[src/rtl/divider_pkg.sv]
// Shared types and constants for the sequential restoring divider.
package divider_pkg;

   localparam int DEFAULT_WORD_LENGTH = 16;

   function automatic int count_width(input int word_length);
      return $clog2(word_length + 1);
   endfunction

   localparam int COUNT_WIDTH = count_width(DEFAULT_WORD_LENGTH);

   typedef enum logic [1:0] {
      IDLE,
      CALC,
      FIX
   } divider_state_t;

endpackage

[src/rtl/divider_iteration_counter.sv]
// Loadable down-counter that paces the divider's CALC phase.
// terminal is high when the count has reached zero.
module divider_iteration_counter
   import divider_pkg::*;
#(
   parameter int WIDTH = COUNT_WIDTH
) (
   input  logic             clk,
   input  logic             reset,
   input  logic             load,
   input  logic             enable,
   input  logic [WIDTH-1:0] load_value,
   output logic [WIDTH-1:0] count,
   output logic             terminal
);

   always_ff @(posedge clk or negedge reset) begin
      if (!reset) begin
         count <= '0;
      end else if (load) begin
         count <= load_value;
      end else if (enable && (count != '0)) begin
         count <= count - 1'b1;
      end
   end

   assign terminal = (count == '0);

endmodule

[src/rtl/sequential_divider.sv]
// Sequential restoring divider, one quotient bit per clock, start/ready handshake.
// Define DIVIDER_SIGNED_EN for two's complement operands (default build is unsigned).
module sequential_divider
   import divider_pkg::*;
#(
   parameter int WORD_LENGTH = DEFAULT_WORD_LENGTH
) (
   input  logic                   clk,
   input  logic                   reset,
   input  logic                   start,
   input  logic [WORD_LENGTH-1:0] Dividend,
   input  logic [WORD_LENGTH-1:0] Divisor,
   output logic                   busy,
   output logic                   ready,
   output logic [WORD_LENGTH-1:0] Quotient,
   output logic [WORD_LENGTH-1:0] Remainder,
   output logic                   DivByZero
);

   localparam int CNT_W = count_width(WORD_LENGTH);
   localparam logic [CNT_W-1:0] LAST_ITER = CNT_W'(WORD_LENGTH - 1);

   divider_state_t state, next_state;
   logic accept, iterate, write_result;

   logic [WORD_LENGTH-1:0] rem_reg, quo_reg, div_reg;
   logic                   zero_div;
   logic [WORD_LENGTH:0]   rem_shift, trial;
   logic [WORD_LENGTH-1:0] quo_shift;
   logic [WORD_LENGTH-1:0] dividend_mag, divisor_mag;
   logic [WORD_LENGTH-1:0] quotient_next, remainder_next;
   logic [CNT_W-1:0]       iter_count;
   logic                   iter_done;

`ifdef DIVIDER_SIGNED_EN
   logic dividend_neg, divisor_neg;
   assign dividend_mag = Dividend[WORD_LENGTH-1] ? -Dividend : Dividend;
   assign divisor_mag  = Divisor[WORD_LENGTH-1]  ? -Divisor  : Divisor;
`else
   assign dividend_mag = Dividend;
   assign divisor_mag  = Divisor;
`endif

   divider_iteration_counter #(
      .WIDTH(CNT_W)
   ) u_iteration_counter (
      .clk       (clk),
      .reset     (reset),
      .load      (accept),
      .enable    (iterate),
      .load_value(LAST_ITER),
      .count     (iter_count),
      .terminal  (iter_done)
   );

   always_ff @(posedge clk or negedge reset) begin
      if (!reset) state <= IDLE;
      else        state <= next_state;
   end

   always_comb begin
      next_state = state;
      case (state)
         IDLE:    if (start) next_state = CALC;
         CALC:    if (iter_done) next_state = FIX;
         FIX:     next_state = IDLE;
         default: next_state = IDLE;
      endcase
   end

   always_comb begin
      accept       = (state == IDLE) && start;
      iterate      = (state == CALC);
      write_result = (state == FIX);
      busy         = (state != IDLE);
   end

   // The stored remainder is always below the divisor, so W bits hold it;
   // the shifted value needs W+1, and bit W of the trial is its sign.
   assign rem_shift = {rem_reg, quo_reg[WORD_LENGTH-1]};
   assign quo_shift = {quo_reg[WORD_LENGTH-2:0], 1'b0};
   assign trial     = rem_shift - {1'b0, div_reg};

   always_ff @(posedge clk or negedge reset) begin
      if (!reset) begin
         rem_reg  <= '0;
         quo_reg  <= '0;
         div_reg  <= '0;
         zero_div <= 1'b0;
`ifdef DIVIDER_SIGNED_EN
         dividend_neg <= 1'b0;
         divisor_neg  <= 1'b0;
`endif
      end else if (accept) begin
         rem_reg  <= '0;
         quo_reg  <= dividend_mag;
         div_reg  <= divisor_mag;
         zero_div <= (Divisor == '0);
`ifdef DIVIDER_SIGNED_EN
         dividend_neg <= Dividend[WORD_LENGTH-1];
         divisor_neg  <= Divisor[WORD_LENGTH-1];
`endif
      end else if (iterate) begin
         if (!trial[WORD_LENGTH]) begin
            rem_reg <= trial[WORD_LENGTH-1:0];
            quo_reg <= quo_shift | {{(WORD_LENGTH-1){1'b0}}, 1'b1};
         end else begin
            rem_reg <= rem_shift[WORD_LENGTH-1:0];
            quo_reg <= quo_shift;
         end
      end
   end

   // A zero divisor naturally leaves the dividend magnitude in the remainder;
   // only the quotient needs forcing so the sign fix cannot disturb it.
   always_comb begin
      quotient_next  = quo_reg;
      remainder_next = rem_reg;
`ifdef DIVIDER_SIGNED_EN
      if (dividend_neg ^ divisor_neg) quotient_next  = -quo_reg;
      if (dividend_neg)               remainder_next = -rem_reg;
`endif
      if (zero_div) quotient_next = '1;
   end

   always_ff @(posedge clk or negedge reset) begin
      if (!reset) begin
         ready     <= 1'b0;
         Quotient  <= '0;
         Remainder <= '0;
         DivByZero <= 1'b0;
      end else begin
         ready <= write_result;
         if (write_result) begin
            Quotient  <= quotient_next;
            Remainder <= remainder_next;
            DivByZero <= zero_div;
         end
      end
   end

endmodule

[config.mk]
export PLATFORM = sky130hd
export DESIGN_NAME = sequential_divider
export DESIGN_NICKNAME = d
export VERILOG_FILES = /design/src/rtl/divider_pkg.sv /design/src/rtl/divider_iteration_counter.sv /design/src/rtl/sequential_divider.sv
export SDC_FILE = /design/constraint.sdc
export NUM_CORES = 1
export LEC_CHECK = 0
export BUFFER_PORTS_ARGS = -buffer_cell sky130_fd_sc_hd__buf_2
export CORE_UTILIZATION = 51
export DETAILED_ROUTE_END_ITERATION = 16
export PLACE_DENSITY_LB_ADDON = 0.12
export SETUP_SLACK_MARGIN = 0.15
export SKIP_LAST_GASP = 1
export SLEW_MARGIN = 10
export SYNTH_ARGS = -nofsm -noshare
export SYNTH_HDL_FRONTEND = slang
export SYNTH_SLANG_ARGS = --single-unit
[constraint.sdc]
create_clock -name clk -period 6.45 [get_ports clk]
set_clock_uncertainty 0.1 [all_clocks]
set_input_delay 1.6125 -clock clk [delete_from_list [all_inputs] [get_ports clk]]
set_output_delay 1.6125 -clock clk [all_outputs]
set_load 0.03 [all_outputs]
* Yosys cells after proc, flatten, opt, wreduce, memory -nomap -nowiden
Index checks and enable logic that the tools add are counted.
Word-level totals: bits of input ports 35, bits in registers 90, logic and storage cells 38, output and inout port bits 35
Operators by class: multiplexer cells 12, add/sub/neg operators 2, equality and inequality tests 4, reductions and logical operators 10
Operators by type and width (number):
- 16-bit 2-to-1 mux | 6
- 17-bit by 16-bit subtractor with 17-bit output | 1
- 16-bit zero test | 1
- 5-bit 2-to-1 mux | 2
- 2-bit nonzero test | 3
- 5-bit zero test | 1
- 5-bit nonzero test | 1
- 5-bit by 1-bit subtractor with 5-bit output, second input constant | 1
- 2-bit 2-to-1 mux | 2
- 2-bit inequality test, second input constant | 2
- 2-bit case mux with 2 select lines | 1
- 2-bit by 1-bit == test with 1-bit output, second input constant | 1
- 2-bit == test, second input constant | 1
- 1-bit logical AND | 2
- 2-bit zero test | 1
- 2-bit AND reduction | 1
- 1-bit 2-to-1 mux | 1

* Longest topological paths before layout
word-level depth 4, depth in mapped cells 12, gate-level depth less buffers 11

* Cells and area by module
A second synthesis with hierarchy kept.
Second synthesis, totals: cell total of the unflattened synthesis 480, area total of the unflattened synthesis 4624.4 µm²
Modules (own cells, without submodules):
- sequential_divider | cells each 448, instances 1, area an instance 4320.4 µm²
- divider_iteration_counter | cells each 32, instances 1, area an instance 304.0 µm²

* Worst setup path after synthesis
No wires, ideal clock.
kind input port to flip-flop, start point in start, end point reg quo_reg[10], library setup time 0.066 ns, slack 3.661 ns, cell stages on the path 6, arrival 2.624 ns, path buffers 2, cell sequence and2_1 clkbuf_1 nor2_1 clkbuf_1 nand2_1 nand2_1
Between the ends: longest elaborated chain between the ends 2
Ends and longest elaborated chain:
- from (decl) | RTL line sequential_divider.sv:10 | input logic start,
- 1-bit logical AND * | RTL line sequential_divider.sv:72 | accept = (state == IDLE) && start;
- 16-bit 2-to-1 mux or 2-bit nonzero test (tied branches)
- to (signal assigned) | RTL line sequential_divider.sv:96 | quo_reg <= dividend_mag;
- to (signal assigned) | RTL line sequential_divider.sv:106 | quo_reg <= quo_shift | {{(WORD_LENGTH-1){1'b0}}, 1'b1};
- to (signal assigned) | RTL line sequential_divider.sv:109 | quo_reg <= quo_shift;
- to (decl) | RTL line sequential_divider.sv:26 | logic [WORD_LENGTH-1:0] rem_reg, quo_reg, div_reg;
Mark *: on every way between the ends. The rest lies on a longest branch, timed or not. A chain may end at the register's enable or synchronous reset.

* Worst setup path after layout
start point reg state[1], end point out busy
Between the ends: longest elaborated chain between the ends 1
Ends and longest elaborated chain:
- from (decl) | RTL line sequential_divider.sv:23 | divider_state_t state, next_state;
- from (signal assigned) | RTL line sequential_divider.sv:58 | else state <= next_state;
- 2-bit nonzero test | RTL line sequential_divider.sv:75 | busy = (state != IDLE);
- to (decl) | RTL line sequential_divider.sv:13 | output logic busy,
Every way passes these cells.

==> metrics <==
status=completed; Fillers=795; via count=3441; postcts setup bufs=0; cell taking the most area after synthesis=dfrtp_1; setup tns final=0 ps; Rel. slew slack=33.17%; Period minus WS final=2914 ps; # hold bufs at CTS=0; initial core utilization=52.71%; GR Util All Layers=21.55%; share of the synthesized area in the top cell type=48.99%; final setup margin=3536 ps; Worst Max-Slew Pin Slew=1002 ps; power density over the cells=582.1 mW/mm2; global-route wire length before repair=16400 um; largest net degree at the start of global routing=62; fin nets=584; post-route ant nets=0; asr flop ratio synth=100.0%; Final Hold Fails=0; Layout Utilization=59.43%; Yosys warning total=0; Commonest cells post-synth=dfrtp_1, nand2_1, o21ai_0, nor2_1, inv_1; CTS buffer count=9; Remaining Overflow, GRT=0; Die Wd=96.94 um; Final Setup Violations=0; Synth Cell Area=0.004597 mm2; critical path arrival=1200 ps; flops & latches, synth=90; GP Congestion=0.8028; Yosys cell types=53; pre-CTS setup slack=3430 ps; First-pass DRT Iterations=4; register area share after synthesis=48.99%; 1st-iter DRT viols=128; syn avg cell area=9.760 um2; Final Slew Violations=0; top cells by area, synth=dfrtp_1, nand2_1, ha_1; RSZ-0062 raised after global routing=false; Cells after Synth=471; crit path kind=register to output pin; WL final=9401 um; routed len/inst=14.62 um; n_diodes=0; Post-synth EDFFs=0; TritonCTS clock tree=built; DR DRC count=0; Max Root-Sink Buffers=2; reg2reg setup slack=3540 ps; Period Utilization, post-route=45.18%; Worst-path clk slew=100 ps; Clock Sink Count=90; CTS resizes=0; die area=0.009397 mm2; slowest stage delay, CP=430 ps; crit-path cells=nor2_1 > inv_1 > buf_2; num ports=70; CP endpoint kind=output pin; syn_nets=525; Cell Rows=34; Hold Crit Class=register to register; port buffer count=69; area post-placement=0.004982 mm2; Die Y-Extent=96.94 um; initial antenna violation count=0; count leader, synth=dfrtp_1; drt via density=5.351; CP Launch Type=register; Root Buffer=clkbuf_8; worst skew pair latency=360 ps; cell area after layout=0.005182 mm2; Max Fclk=343.2 MHz; layout cell share with drive strength beyond 1=23.18%; CP Data Required Time=4740 ps; top_reg_cell synth=dfrtp_1; Crit-path slowest cell=dfrtp_1; synthesis-to-finish area growth=12.74%; IR drop worst, VDD=0.2293 mV; Pleak=0.002399 uW; max-cap violation count=0; HPWL after DPL=6462 um; core area=0.008721 mm2; vias in the first global route=3373; H-tree Lvls=3; Final Instance Count excl. Fillers=643; crit path max fanout=4; Inst Count DP=627
## kinds of logic after synthesis
logic type	count (synthesis)	share of synthesized area, %
simple gates	158	15.24
compound gates	109	15.43
flops	90	48.99
buf+inv	50	4.926
mux	30	7.213
fa+ha+maj	19	5.335
xor+xnor	15	2.858
## layout by cell type, fill, tap and decap left out, types with 3 or more instances in the layout
cell type,Yosys,layout
ha_1,18,18
nor3_1,5,5
a22oi_1,15,15
nor4_1,5,5
o21ai_1,12,12
xnor2_1,12,12
nand3_1,14,14
clkbuf_8,0,9
dfrtp_1,90,90
o21ai_2,3,3
o21ai_0,41,41
nor2_1,31,31
buf_2,0,68
a21oi_1,12,12
buf_4,0,5
mux2_2,17,17
o211ai_1,5,5
nand2b_1,4,3
nand2_1,81,81
nand4_1,3,3
xor2_1,3,3
a21o_1,5,5
inv_1,25,25
mux2i_1,11,11
## where the power goes
part / leakage [uW] / internal, uW / switching (uW)
Sequential: 0.00107 / 774 / 138
Clock: 0.0000975 / 184 / 210
Combinational: 0.00123 / 744 / 967
Total: 0.00240 / 1700 / 1320
## worst max-delay path, delay by kind of cell (launching register included)
kind / cells / cell delay [ps]
flops: 1 / 430
buf+inv: 2 / 230
simple gates: 1 / 190
## per-layer routing
layer / up-vias / part of all wire [%] / track usage (%)
met5: - / 0 / 0
met4: 0 / 1.1 / 5.855
met3: 8 / 2.6 / 3.251
met2: 54 / 47 / 34.02
met1: 1634 / 50 / 31.07
li1: 1745 / - / -
## cell type report
type	count	area (um2)	area share, %
sequential	90	2252	43.46
multi-input combinational	331	2123	40.97
clock buffer	10	127.6	2.463
clock inverter	6	72.57	1.400
timing repair buffer	73	377.9	7.291
inverter	25	93.84	1.811
tap	108	135.1	2.607
## path summary, 6_finish.rpt
path	startpoint	endpoint	cells past startpoint
min in group asynchronous	reset	Remainder[7]	1
setup / recovery	state[1]	busy	3
max in group asynchronous	reset	ready	2
hold / removal	Quotient[3]	Quotient[3]	2
setup reg to reg	quo_reg[15]	rem_reg[0]	11
hold reg to reg	Quotient[3]	Quotient[3]	2
## stage by stage
| stage | total power [uW] | hold slack (ps) |
|---|---|---|
| 6_report | 3017 | 380.0 |
| 5_1_grt | 3286 | 400.9 |
| 4_1_cts | 3039 | 386.8 |
| 3_5_place_dp | 2636 | 365.5 |
| 3_3_place_gp | 2580 | 356.3 |
| 2_1_floorplan | 2335 | 349.7 |
No activity file was read; power rests on OpenSTA's default activity.
